File: src/rtl/seg7_scan_mux_if.sv
// seg7_scan_mux_if: load/data and display-drive signals of the 4-digit 7-segment scanner.
interface seg7_scan_mux_if;
    logic        load;
    logic [15:0] digits_in;
    logic [3:0]  dp_in;
    logic [6:0]  seg_out;
    logic        dp_out;
    logic [3:0]  dig_sel;
    logic        frame_tick;
    modport master (output load, digits_in, dp_in, input seg_out, dp_out, dig_sel, frame_tick);
    modport slave (input load, digits_in, dp_in, output seg_out, dp_out, dig_sel, frame_tick);
endinterface

File: src/rtl/seg7_scan_mux.sv
// seg7_scan_mux: time-multiplexed 4-digit BCD 7-segment driver with frame-synchronous updates.
// Define SEG7_LZ_BLANK_EN to blank leading zeros in digits 3..1.
module seg7_scan_mux #(
    parameter int SCAN_DIV = 1000
) (
    input logic            clk,
    input logic            rst_n,
    seg7_scan_mux_if.slave bus
);
    logic [15:0] pcnt;
    logic [1:0]  idx;
    logic [15:0] act_d, pend_d;
    logic [3:0]  act_p, pend_p;
    logic        pend_flag;
    logic        pcnt_wrap, frame_wrap;
    logic [3:0]  cur;
    logic [6:0]  font, seg_nxt;
    assign pcnt_wrap  = pcnt == 16'(SCAN_DIV - 1);
    assign frame_wrap = pcnt_wrap && idx == 2'd3;
    assign cur        = act_d[{idx, 2'b00} +: 4];
    always_comb begin
        case (cur)
            4'd0:    font = 7'b0111111;
            4'd1:    font = 7'b0000110;
            4'd2:    font = 7'b1011011;
            4'd3:    font = 7'b1001111;
            4'd4:    font = 7'b1100110;
            4'd5:    font = 7'b1101101;
            4'd6:    font = 7'b1111101;
            4'd7:    font = 7'b0000111;
            4'd8:    font = 7'b1111111;
            4'd9:    font = 7'b1101111;
            default: font = 7'b0000000;
        endcase
    end
`ifdef SEG7_LZ_BLANK_EN
    logic blank;
    // a digit is blank only if it and every digit to its left are zero
    assign blank = (idx == 2'd3 && act_d[15:12] == 4'd0) ||
                   (idx == 2'd2 && act_d[15:8] == 8'd0) ||
                   (idx == 2'd1 && act_d[15:4] == 12'd0);
    assign seg_nxt = blank ? 7'd0 : font;
`else
    assign seg_nxt = font;
`endif
    always_ff @(posedge clk or negedge rst_n) begin
        if (!rst_n) begin
            pcnt      <= '0;
            idx       <= '0;
            act_d     <= '0;
            act_p     <= '0;
            pend_d    <= '0;
            pend_p    <= '0;
            pend_flag <= 1'b0;
        end else begin
            pcnt <= pcnt_wrap ? 16'd0 : pcnt + 16'd1;
            if (pcnt_wrap)
                idx <= idx + 2'd1;
            if (bus.load) begin
                pend_d <= bus.digits_in;
                pend_p <= bus.dp_in;
            end
            // a load landing on the transfer edge goes straight to the active set
            if (frame_wrap) begin
                pend_flag <= 1'b0;
                if (bus.load) begin
                    act_d <= bus.digits_in;
                    act_p <= bus.dp_in;
                end else if (pend_flag) begin
                    act_d <= pend_d;
                    act_p <= pend_p;
                end
            end else if (bus.load)
                pend_flag <= 1'b1;
        end
    end
    always_ff @(posedge clk or negedge rst_n) begin
        if (!rst_n) begin
            bus.seg_out    <= '0;
            bus.dp_out     <= 1'b0;
            bus.dig_sel    <= '0;
            bus.frame_tick <= 1'b0;
        end else begin
            bus.seg_out    <= pcnt == 16'd0 ? 7'd0 : seg_nxt;
            bus.dp_out     <= pcnt != 16'd0 && act_p[idx];
            bus.dig_sel    <= pcnt == 16'd0 ? 4'd0 : 4'd1 << idx;
            bus.frame_tick <= frame_wrap;
        end
    end
endmodule

File: src/flat_wrapper.sv
// flat-port wrapper written by rule: the top's interface ports become plain ports
module seg7_scan_mux_flat 
#(
    parameter int SCAN_DIV = 1000
)
  (clk, rst_n, bus_load, bus_digits_in, bus_dp_in, bus_seg_out, bus_dp_out, bus_dig_sel, bus_frame_tick);
  seg7_scan_mux_if bus_i ();
  input logic clk;
  input logic rst_n;
  input wire logic [$bits(bus_i.load)-1:0] bus_load;
  input wire logic [$bits(bus_i.digits_in)-1:0] bus_digits_in;
  input wire logic [$bits(bus_i.dp_in)-1:0] bus_dp_in;
  output wire logic [$bits(bus_i.seg_out)-1:0] bus_seg_out;
  output wire logic [$bits(bus_i.dp_out)-1:0] bus_dp_out;
  output wire logic [$bits(bus_i.dig_sel)-1:0] bus_dig_sel;
  output wire logic [$bits(bus_i.frame_tick)-1:0] bus_frame_tick;
  assign bus_i.load = bus_load;
  assign bus_i.digits_in = bus_digits_in;
  assign bus_i.dp_in = bus_dp_in;
  assign bus_seg_out = bus_i.seg_out;
  assign bus_dp_out = bus_i.dp_out;
  assign bus_dig_sel = bus_i.dig_sel;
  assign bus_frame_tick = bus_i.frame_tick;
  seg7_scan_mux #(.SCAN_DIV(SCAN_DIV)) u_core (.clk(clk), .rst_n(rst_n), .bus(bus_i));
endmodule
File: config.mk
export PLATFORM = sky130hd
export DESIGN_NAME = seg7_scan_mux_flat
export DESIGN_NICKNAME = d
export VERILOG_FILES = /design/src/rtl/seg7_scan_mux_if.sv /design/src/rtl/seg7_scan_mux.sv /design/src/flat_wrapper.sv
export SDC_FILE = /design/constraint.sdc
export NUM_CORES = 1
export LEC_CHECK = 0
export BUFFER_PORTS_ARGS = -buffer_cell sky130_fd_sc_hd__buf_2
export CAP_MARGIN = 5
export CORE_UTILIZATION = 45
export CTS_BUF_LIST = sky130_fd_sc_hd__clkbuf_4 sky130_fd_sc_hd__clkbuf_8
export DETAILED_ROUTE_END_ITERATION = 8
export PLACE_DENSITY = 0.74
export RECOVER_POWER = 100
export SLEW_MARGIN = 0
export SYNTH_ARGS = -nofsm -noshare
export SYNTH_HDL_FRONTEND = slang
export SYNTH_SLANG_ARGS = --single-unit
File: constraint.sdc
create_clock -name clk -period 5.88 [get_ports clk]
set_input_delay 0.882 -clock clk [delete_from_list [all_inputs] [get_ports clk]]
set_output_delay 0.882 -clock clk [all_outputs]
set_load 0.005 [all_outputs]
; ---- After elaboration in Yosys (flattened, before gate mapping)
; Memory sizes are Yosys's and may differ from the RTL's.
; Index checks and enable logic that the tools add are counted.
[op_classes]
order_cmp = 1
reduce_logical = 7
n_addsub = 2
n_eq_ne = 2
shifts = 2
n_mux = 11
[op_table]
columns = operator, count
row1 = $mux 16, 3
row2 = $add 16x1->16 const B, 1
row3 = $eq 16x10->1 const B, 1
row4 = $logic_not 16->1, 1
row5 = $reduce_bool 16->1, 1
row6 = $shiftx 16x5->4, 1
row7 = $mux 4, 3
row8 = $mux 7, 1
row9 = $reduce_bool 2->1, 2
row10 = $shl 1x2->4 const A, 1
row11 = $lt 2x3->1 const B, 1
row12 = $mux 1, 3
row13 = $add 2x1->2 const B, 1
row14 = $bmux 1 s2, 1
row15 = $eq 2x2->1 const B, 1
row16 = $logic_and 1x1->1, 2
row17 = $reduce_and 2->1, 1
[totals]
memories = 1
wordCells = 37
output_inout_bits = 13
register_bits = 72
romBits = 112
[memory_table]
columns = name, depth, word_bits, read_ports, rd_clocked_by_memory_dff, write_ports, line
row1 = (no name shown), 16, 7, 1, 0, 0, seg7_scan_mux.sv:22  ; case (cur)

; ---- Depth between registers and ports, before layout
; Gate-level depths: netlist of run 1.
[logic_depth]
depth_word = 3
ltp_mapped = 8
ltp_nobuf = 7

; ---- Least setup slack after synthesis of run 1
; No wires, ideal clock.
[synth_path]
kind = input-to-reg
from = in bus_load
to = reg u_core.act_d[0]
cell_stages = 3
slack_ns = 3.896
required_ns = 5.752
path_buffers = 1
arrival_time_ns = 1.857
cell_sequence = clkbuf_1 > mux2_2 > mux2_1
[synth_via]
elab_chain_cells = 2
[synth_lines]
columns = item, line
row1 = from (decl), flat_wrapper.sv:10  ; input wire logic [$bits(bus_i.load)-1:0] bus_load;
row2 = $reduce_bool 2->1 (no source line), -
row3 = $reduce_and 2->1 (no source line), -
row4 = to (signal assigned), seg7_scan_mux.sv:67  ; act_d <= bus.digits_in;
row5 = to (signal assigned), seg7_scan_mux.sv:70  ; act_d <= pend_d;
row6 = to (decl), seg7_scan_mux.sv:12  ; logic [15:0] act_d, pend_d;
; Parallel ways exist; a longest one is shown, timed or not.
; A chain may end at the register's enable or synchronous reset.

; ---- Worst setup path after layout of run 1
[layout_path]
from = in bus_load
to = reg u_core.act_d[7]
; Same word-level chain as after synthesis.

==> flow_summary_export.csv, run 1 <==
group,metric,value,unit
status,outcome,"finished clean",
sta,finalSetupViolCount,0,
placed_design,globalplace.congestion,0.780,
sta,min_period,3580,ps
power,combPwrFrac,3.8,%
setup_path,crit_type,"input port to register",
finish,stdcell_area,3590,sq um
yosys,synth_ff_type,"dfrtp_1",
yosys,synthTopCellsByCount,"dfrtp_1, mux2_2, mux2_1",
route,routed_wirelength,4.97,mm
power,p_seq_share,52.6,%
min_path,worst_hold_path_type,"register to register",
cts,h-tree-depth,3,
grt,antenna_found_initial,0,
floorplanning,io_pins,36,
floorplanning,rows,30,
grt,grt_pass1_wl,8.75,mm
yosys,synth_area,3130,sq um
yosys,synth_nets,271,
placed_design,dp.cells,346,
route,post_drt_wl_per_cell,13.8,um
grt,grt_usage,15.5,%
yosys,synth-edff-count,0,
route,vias,1838,
yosys,synthArstFlopShare,100,%
setup_path,crit_arrival,3790,ps
yosys,synth.distinct_cells,29,
cts,clock_path_buffers,2,
floorplanning,die_w,85.4,um
power,clkPwrFrac,43.6,%
cts,insertion_delay,330,ps
sta,fin_skew,10.4,ps
route,avgViaCountPerCell,5.09,
finish,syn_to_final_growth,14.6,%
power,peakVddDrop,117,uV
sta,max_freq,280,MHz
cts,cts_resized,0,
setup_path,end_kind,"register",
power,switching_share,20.6,%
cts,clk_pin_slew,70,ps
route,route.detailed.drc,0,
finish,nets,311,
yosys,avgSynthCellArea,13.2,sq um
finish,n_antenna_cell,0,
sta,slew_violations,0,
power,p_sw,201,uW
grt,grt_pass1_vias,1903,
yosys,yosysMostFrequentCell,"dfrtp_1",
finish,fin_util,53.1,%
sta,rsz0062_at_grt,"false",
cts,cts_made_buffers,9,
finish,nFillCells,602,
cts,root_buffer,"clkbuf_8",
run,maxCapViolCount,0,
grt,grt_overflow,0,
cts,cts.sinks,72,
setup_path,setup.worst_path.start_class,"input port",
yosys,synth_top_cell_by_area,"dfrtp_1",
power,power,972,uW
sta,final.setup.tns,0,ps
yosys,ys_ff_latch,72,
route,drt_first_pass_iters,4,
power,leakage,1.67,nW
yosys,seq_area_frac_synth,57.6,%
sta,hold_ws,481,ps
cts,tritoncts,"yes",
yosys,ys_warn_count,0,
route,ant_nets,0,
setup_path,cp_max_fo,21,
yosys,syn_inst,237,
placed_design,dp_hpwl,3.45,mm
sta,finalCritPeriodShare,60.8,%
cts,post_cts_buffers,0,
floorplanning,core,6760,sq um
yosys,synth_top_area_share,57.6,%
floorplanning,start_util,46.3,%
finish,drive_above_1_share,21.0,%
power,power-per-cell-area,271,nW/um^2
sta,worst_slew_pin_slew,1170,ps
placed_design,place_worst_setup_slack,3070,ps
sta,maxSlewHeadroom,21.9,%
placed_design,placed_area,3380,sq um
sta,hold_viol,0,
floorplanning,die-area,7290,sq um
cts,ctsHoldBuffers,0,
placed_design,portBuffers,35,
floorplanning,die_height,85.4,um
setup_path,worst_ep_required_time,6090,ps
power,internal_power,772,uW
route,drtIter0Drc,101,
finish,finalNonFillerCells,361,
sta,worst_slack,2300,ps
yosys,synth_area_leaders,"dfrtp_1, mux2_2, mux2_1",
grt,grt_max_degree,73,
worst paths after layout:
| path | startpoint | to | slack [ps] | depth (start not counted) |
|---|---|---|---|---|
| setup / recovery | bus_load | u_core.act_d[7] | 2300 | 5 |
| hold / removal | u_core.pcnt[15] | u_core.pcnt[15] | 480 | 1 |
| setup reg to reg | u_core.pcnt[0] | u_core.act_d[7] | 2540 | 6 |
| hold reg to reg | u_core.pcnt[15] | u_core.pcnt[15] | 480 | 1 |
| max in group asynchronous | rst_n | u_core.act_d[13] | 4550 | 2 |
| min in group asynchronous | rst_n | u_core.pcnt[13] | 750 | 2 |
layout by cell type (no fill, tap or decap), types with 2 or more instances in the layout:
master and instances:
mux2i_1 2, buf_2 32, nand2_1 7, dfrtp_1 72, mux2_1 36, a21oi_1 9
nor4_1 5, clkbuf_8 10, nor2_1 13, nand4_1 3, clkbuf_1 4, mux4_2 5
ha_1 11, o21ai_0 8, nand3_1 8, xnor2_1 9, xor2_1 4, mux2_2 5
or3_1 2, nor2b_1 8, bufinv_16 2, nor3_1 3, and3_1 2, inv_1 11
area by class of cell:
class                   count  area (sq um)  share of cell area [%]
clock inverters             5          81.3                    2.27
multi-input cells         146          1240                    34.6
clock buffers              10           138                    3.84
inverters                  11          41.3                    1.15
flip-flops and latches     72          1800                    50.2
well taps                  80           100                    2.79
repair buffers             37           183                    5.09
state kept, by name, summed over array words and instances (netlist names):
register / cells
u_core.pend_flag: 1
u_core.bus.seg_out: 7
u_core.bus.frame_tick: 1
u_core.bus.dig_sel: 4
u_core.pend_p: 4
u_core.pend_d: 16
u_core.bus.dp_out: 1
u_core.pcnt: 16
u_core.act_p: 4
u_core.idx: 2
u_core.act_d: 16
critical path, cell delays in order:
cell	delay, ps
clkbuf_1	840
nor2_1	160
nor3b_1	910
clkbuf_1	610
mux2_1	390
power groups by stage:
stage          Sequential, mW  Clock, mW  Combinational [mW]
6_report                0.511      0.424              0.0367
5_1_grt                 0.513      0.457              0.0425
4_1_cts                 0.512      0.436              0.0412
3_5_place_dp            0.521          0              0.0409
3_3_place_gp            0.521          0              0.0401
2_1_floorplan           0.520          0              0.0189
routing by layer:
metal | GRT usage, % | routed length [um]
met5 | 0 | 0
met3 | 3.50 | 149
met2 | 23.8 | 2270
met1 | 21.5 | 2480
met4 | 6.36 | 65
cells by family (layout without fill, tap and decap cells):
| family | Yosys count | after routing | share of synthesized area (%) |
|---|---|---|---|
| simple gates | 55 | 55 | 9.56 |
| mux | 48 | 48 | 19.0 |
| flops | 72 | 72 | 57.6 |
| compound gates | 19 | 19 | 3.24 |
| fa+ha+maj | 11 | 11 | 4.40 |
| buf+inv | 19 | 63 | 2.60 |
| xor+xnor | 13 | 13 | 3.64 |
Note: power is estimated with default switching activity, not from simulation.
==> run 2, diff against run 1 <==
Settings changed: PLACE_DENSITY 0.74 to 0.77.
Clock period 5.88 ns to 2.9 ns, I/O delays scaled along.
==> flow_summary_export.csv, run 2 (synthesis results as in run 1) <==
group,metric,value,unit
status,outcome,"finished, violations left",
status,violations,"max-capacitance violations, max-slew violations",
cts,cts_resized,0,
grt,grt_pass1_vias,1896,
floorplanning,core,6760,sq um
cts,clk_pin_slew,70,ps
sta,rsz0062_at_grt,"false",
floorplanning,die-area,7290,sq um
setup_path,reg2reg_depth,7,
finish,drive_above_1_share,21.6,%
power,internal_power,1.42,mW
sta,final.setup.tns,0,ps
route,drt_first_pass_iters,4,
floorplanning,die_height,85.4,um
setup_path,setup.worst_path.start_class,"register",
run,maxCapViolCount,1,
grt,grt_pass1_wl,9.14,mm
grt,grt_overflow,0,
finish,stdcell_area,3570,sq um
power,clkPwrFrac,39.0,%
sta,hold_viol,0,
sta,max_freq,404,MHz
cts,insertion_delay,350,ps
setup_path,crit_start,"u_core.pcnt[0]",
cts,ctsHoldBuffers,0,
finish,reg_top3,"u_core.act_d (16), u_core.pcnt (16), u_core.pend_d (16)",
power,combPwrFrac,4.2,%
setup_path,critPathMaxStageDelay,470,ps
floorplanning,io_pins,36,
cts,root_buffer,"clkbuf_8",
cts,post_cts_buffers,0,
power,switching_share,22.1,%
placed_design,globalplace.congestion,0.832,
grt,grt_usage,16.7,%
cts,cts_made_buffers,9,
power,p_sw,403,uW
route,avgViaCountPerCell,5.19,
route,post_drt_wl_per_cell,14.6,um
finish,finalNonFillerCells,363,
power,peakVddDrop,269,uV
route,vias,1883,
route,route.detailed.drc,0,
setup_path,cp_max_fo,20,
setup_path,rrSetupSlack,420,ps
route,routed_wirelength,5.31,mm
grt,antenna_found_initial,0,
placed_design,dp.cells,347,
sta,slew_violations,29,
power,power-per-cell-area,512,nW/um^2
sta,worst_slew_pin_slew,1570,ps
power,leakage,1.67,nW
finish,syn_to_final_growth,14.0,%
route,drtIter0Drc,91,
cts,cts.sinks,72,
sta,maxSlewHeadroom,-4.96,%
cts,h-tree-depth,3,
placed_design,portBuffers,35,
finish,n_antenna_cell,0,
setup_path,crit_type,"register to register",
setup_path,path_cells,"ha_1, nand3_1, and4bb_1, buf_4, nor3b_1, clkbuf_2, mux2_1",
finish,layout_common_cells,"dfrtp_1, mux2_1, buf_2, nor2_1",
sta,hold_ws,327,ps
setup_path,rr_endpoint,"u_core.act_d[1]",
floorplanning,rows,30,
setup_path,crit_arrival,2700,ps
floorplanning,start_util,46.3,%
sta,min_period,2480,ps
finish,nets,312,
cts,clock_path_buffers,2,
setup_path,crit_end,"u_core.act_d[1]",
sta,finalSetupViolCount,0,
sta,finalCritPeriodShare,85.4,%
power,p_seq_share,56.8,%
setup_path,slowest_stage,"clkbuf_2",
placed_design,placed_area,3400,sq um
finish,nFillCells,591,
setup_path,end_kind,"register",
min_path,worst_hold_path_type,"input port to register",
cts,tritoncts,"yes",
sta,fin_skew,10.1,ps
route,ant_nets,0,
setup_path,worst_ep_required_time,3120,ps
setup_path,r2r_start,"u_core.pcnt[0]",
grt,grt_max_degree,45,
finish,final_common_cell,"dfrtp_1",
floorplanning,die_w,85.4,um
placed_design,dp_hpwl,3.68,mm
[run 2: cell types whose count changed in the layout (fill, tap and decap cells not counted), sizes merged]
cell	before	now
buf	33	34
bufinv	2	0
clkbuf	14	17
[run 2: layout make-up]
cell class	instances	area [sq um]	share of cell area [%]
clock buffer	13	160	4.49
clock inverter	3	17.5	0.491
inverter	11	41.3	1.16
multi-input combinational	146	1240	34.8
sequential	72	1800	50.5
tap	80	100	2.81
timing repair buffer	38	204	5.72
[run 2: metrics by stage]
stage          total power, mW  utilization (%)  setup WS (ps)
4_1_cts                   1.86             52.9            625
3_3_place_gp              1.14             50.3            745
2_1_floorplan             1.09                -            951
6_report                  1.83             52.8            423
3_5_place_dp              1.14             50.3            683
5_1_grt                   1.91             52.8            257
[run 2: metal layers]
layer / up-vias / wire length [um] / GRT usage [%]
met4: 0 / 112 / 8.03
li1: 901 / - / -
met1: 922 / 2590 / 22.5
met2: 50 / 2370 / 24.9
met3: 10 / 238 / 5.16
met5: - / 0 / 0
[run 2: worst min path at each step]
| stage | start | to | slack [ps] | cells after the start |
|---|---|---|---|---|
| after global placement | u_core.act_p[3] | u_core.act_p[3] | 470 | 1 |
| after floorplan | rst_n | u_core.act_d[0] | 140 | 0 |
| after global routing | bus_digits_in[1] | u_core.pend_d[1] | 330 | 2 |
| after detailed placement | u_core.pcnt[15] | u_core.pcnt[15] | 470 | 1 |
| final | bus_digits_in[2] | u_core.pend_d[2] | 330 | 2 |
| after CTS | rst_n | u_core.pcnt[12] | 120 | 1 |
[run 2: power by group through the flow]
| stage | Combinational, mW | Sequential [mW] | Clock (mW) |
|---|---|---|---|
| finish | 0.0766 | 1.04 | 0.713 |
| global route | 0.0874 | 1.04 | 0.781 |
| CTS | 0.0855 | 1.04 | 0.741 |
| detailed placement | 0.0853 | 1.06 | 0 |
| global placement | 0.0832 | 1.06 | 0 |
| floorplan | 0.0383 | 1.05 | 0 |
[run 2: critical path, delay by kind of cell, from the launching register on]
| family | cells | cell delay, ps |
|---|---|---|
| AND/OR/NAND/NOR | 3 | 670 |
| buffers and inverters | 2 | 660 |
| flip-flops | 1 | 400 |
| multiplexers | 1 | 380 |
| adder cells (fa/ha/maj) | 1 | 250 |
==> run 3, diff against run 2 <==
Settings changed: BUFFER_PORTS_ARGS -buffer_cell sky130_fd_sc_hd__buf_2 to -buffer_cell sky130_fd_sc_hd__buf_4.
==> flow_summary_export.csv, run 3 (synthesis results as in run 1) <==
group,metric,value,unit
route,routed_wirelength,5.42,mm
placed_design,place_worst_setup_slack,648,ps
floorplanning,die_w,85.4,um
power,switching_share,20.4,%
sta,worst_slack,408,ps
setup_path,crit_arrival,2710,ps
cts,cts_resized,0,
power,leakage,1.71,nW
status,violations,"max-capacitance violations, max-slew violations",
finish,final_common_cell,"dfrtp_1",
grt,grt_pass1_wl,9.27,mm
cts,clock_path_buffers,2,
power,p_seq_share,51.6,%
floorplanning,core,6760,sq um
route,vias,1888,
route,post_drt_wl_per_cell,15.0,um
setup_path,end_kind,"register",
grt,grt_overflow,0,
cts,clk_pin_slew,70,ps
placed_design,globalplace.congestion,0.833,
finish,syn_to_final_growth,17.6,%
route,route.detailed.drc,0,
floorplanning,rows,30,
setup_path,cp_max_fo,20,
grt,grt_pass1_vias,1955,
route,drtIter0Drc,87,
finish,nets,311,
setup_path,slowest_stage,"clkbuf_2",
setup_path,path_buf_inv,2,
grt,antenna_found_initial,0,
sta,finalCritPeriodShare,85.9,%
placed_design,dp_hpwl,3.69,mm
setup_path,crit_cells,7,
route,ant_nets,0,
floorplanning,io_pins,36,
cts,tritoncts,"yes",
power,internal_power,1.60,mW
finish,drive_above_1_share,22.1,%
grt,grt_max_degree,73,
run,maxCapViolCount,1,
sta,maxSlewHeadroom,-14.9,%
grt,grt_usage,16.9,%
sta,rsz0062_at_grt,"false",
finish,layout_common_cells,"dfrtp_1, mux2_1, buf_4, nor2_1, clkbuf_4",
setup_path,crit_family,"simple AND/OR/NAND/NOR gates",
min_path,worst_hold_path_type,"input port to register",
floorplanning,die_height,85.4,um
setup_path,worst_ep_required_time,3120,ps
setup_path,critPathMaxStageDelay,470,ps
setup_path,reg2reg_depth,7,
status,outcome,"finished, violations left",
placed_design,placed_area,3470,sq um
cts,insertion_delay,340,ps
cts,h-tree-depth,3,
power,p_sw,410,uW
cts,root_buffer,"clkbuf_8",
sta,worst_slew_pin_slew,1720,ps
setup_path,path_cells,"ha_1, nand3_1, and4bb_1, buf_4, nor3b_1, clkbuf_2, mux2_1",
sta,slew_violations,73,
cts,ctsHoldBuffers,0,
finish,nFillCells,581,
route,wl_met2,2.48,mm
sta,min_period,2490,ps
finish,stdcell_area,3680,sq um
cts,cts_made_buffers,9,
sta,final.setup.tns,0,ps
cts,cts.sinks,72,
floorplanning,die-area,7290,sq um
sta,max_freq,401,MHz
placed_design,portBuffers,35,
route,wl_met1,2.65,mm
sta,hold_ws,339,ps
finish,reg_top3,"u_core.act_d (16), u_core.pcnt (16), u_core.pend_d (16)",
setup_path,crit_type,"register to register",
finish,register_area,1800,sq um
power,power-per-cell-area,546,nW/um^2
route,drt_first_pass_iters,4,
power,combPwrFrac,4.0,%
power,clkPwrFrac,44.4,%
route,wl_met3,202,um
cts,post_cts_buffers,0,
route,routed.top_layer,"met4",
route,avgViaCountPerCell,5.23,
floorplanning,start_util,46.3,%
finish,n_antenna_cell,0,
sta,hold_viol,0,
finish,multiInputGateArea,1240,sq um
sta,fin_skew,11.8,ps
setup_path,setup.worst_path.start_class,"register",
power,peakVddDrop,319,uV
sta,finalSetupViolCount,0,
min_path,hold_depth,2,
## run 3: worst register-to-register path, cell delays in order, from the launching register on
cell      delay, ps
dfrtp_1         420
ha_1            260
nand3_1         130
and4bb_1        280
buf_4           190
nor3b_1         250
clkbuf_2        470
mux2_1          390
## run 3: layout make-up
class	count	share of cell area, %
clock inverters	4	2.07
clock buffers	11	4.11
well taps	80	2.72
multi-input cells	146	33.7
repair buffers	37	7.31
inverters	11	1.12
flip-flops and latches	72	48.9
## run 3: per-stage QoR
stage,instances,util (%),power (mW)
5_1_grt,361,54.5,2.09
2_1_floorplan,237,-,1.09
4_1_cts,361,54.7,2.04
6_report,361,54.5,2.01
3_3_place_gp,346,51.3,1.14
3_5_place_dp,346,51.3,1.15
## run 3: layer usage
layer  track usage [%]  up-vias
met4              8.18        0
met3              4.38       12
li1                  -      900
met1              22.2      932
met5                 0        -
met2              26.2       44
## run 3: power groups by stage
stage	logic, mW	registers [mW]	clock network [mW]
CTS	0.0901	1.04	0.911
detailed placement	0.0897	1.06	0
finish	0.0804	1.04	0.891
floorplan	0.0383	1.05	0
global route	0.0909	1.04	0.959
global placement	0.0877	1.06	0
## run 3: final timing paths
check                                 start          endpoint  slack [ps]
max                          u_core.pcnt[0]  u_core.act_d[14]         410
min                        bus_digits_in[8]  u_core.pend_d[8]         340
max reg2reg                  u_core.pcnt[0]  u_core.act_d[14]         410
min reg2reg                 u_core.pcnt[15]   u_core.pcnt[15]         480
max in group asynchronous             rst_n    u_core.pcnt[5]        1320
min in group asynchronous             rst_n   u_core.pcnt[12]         500
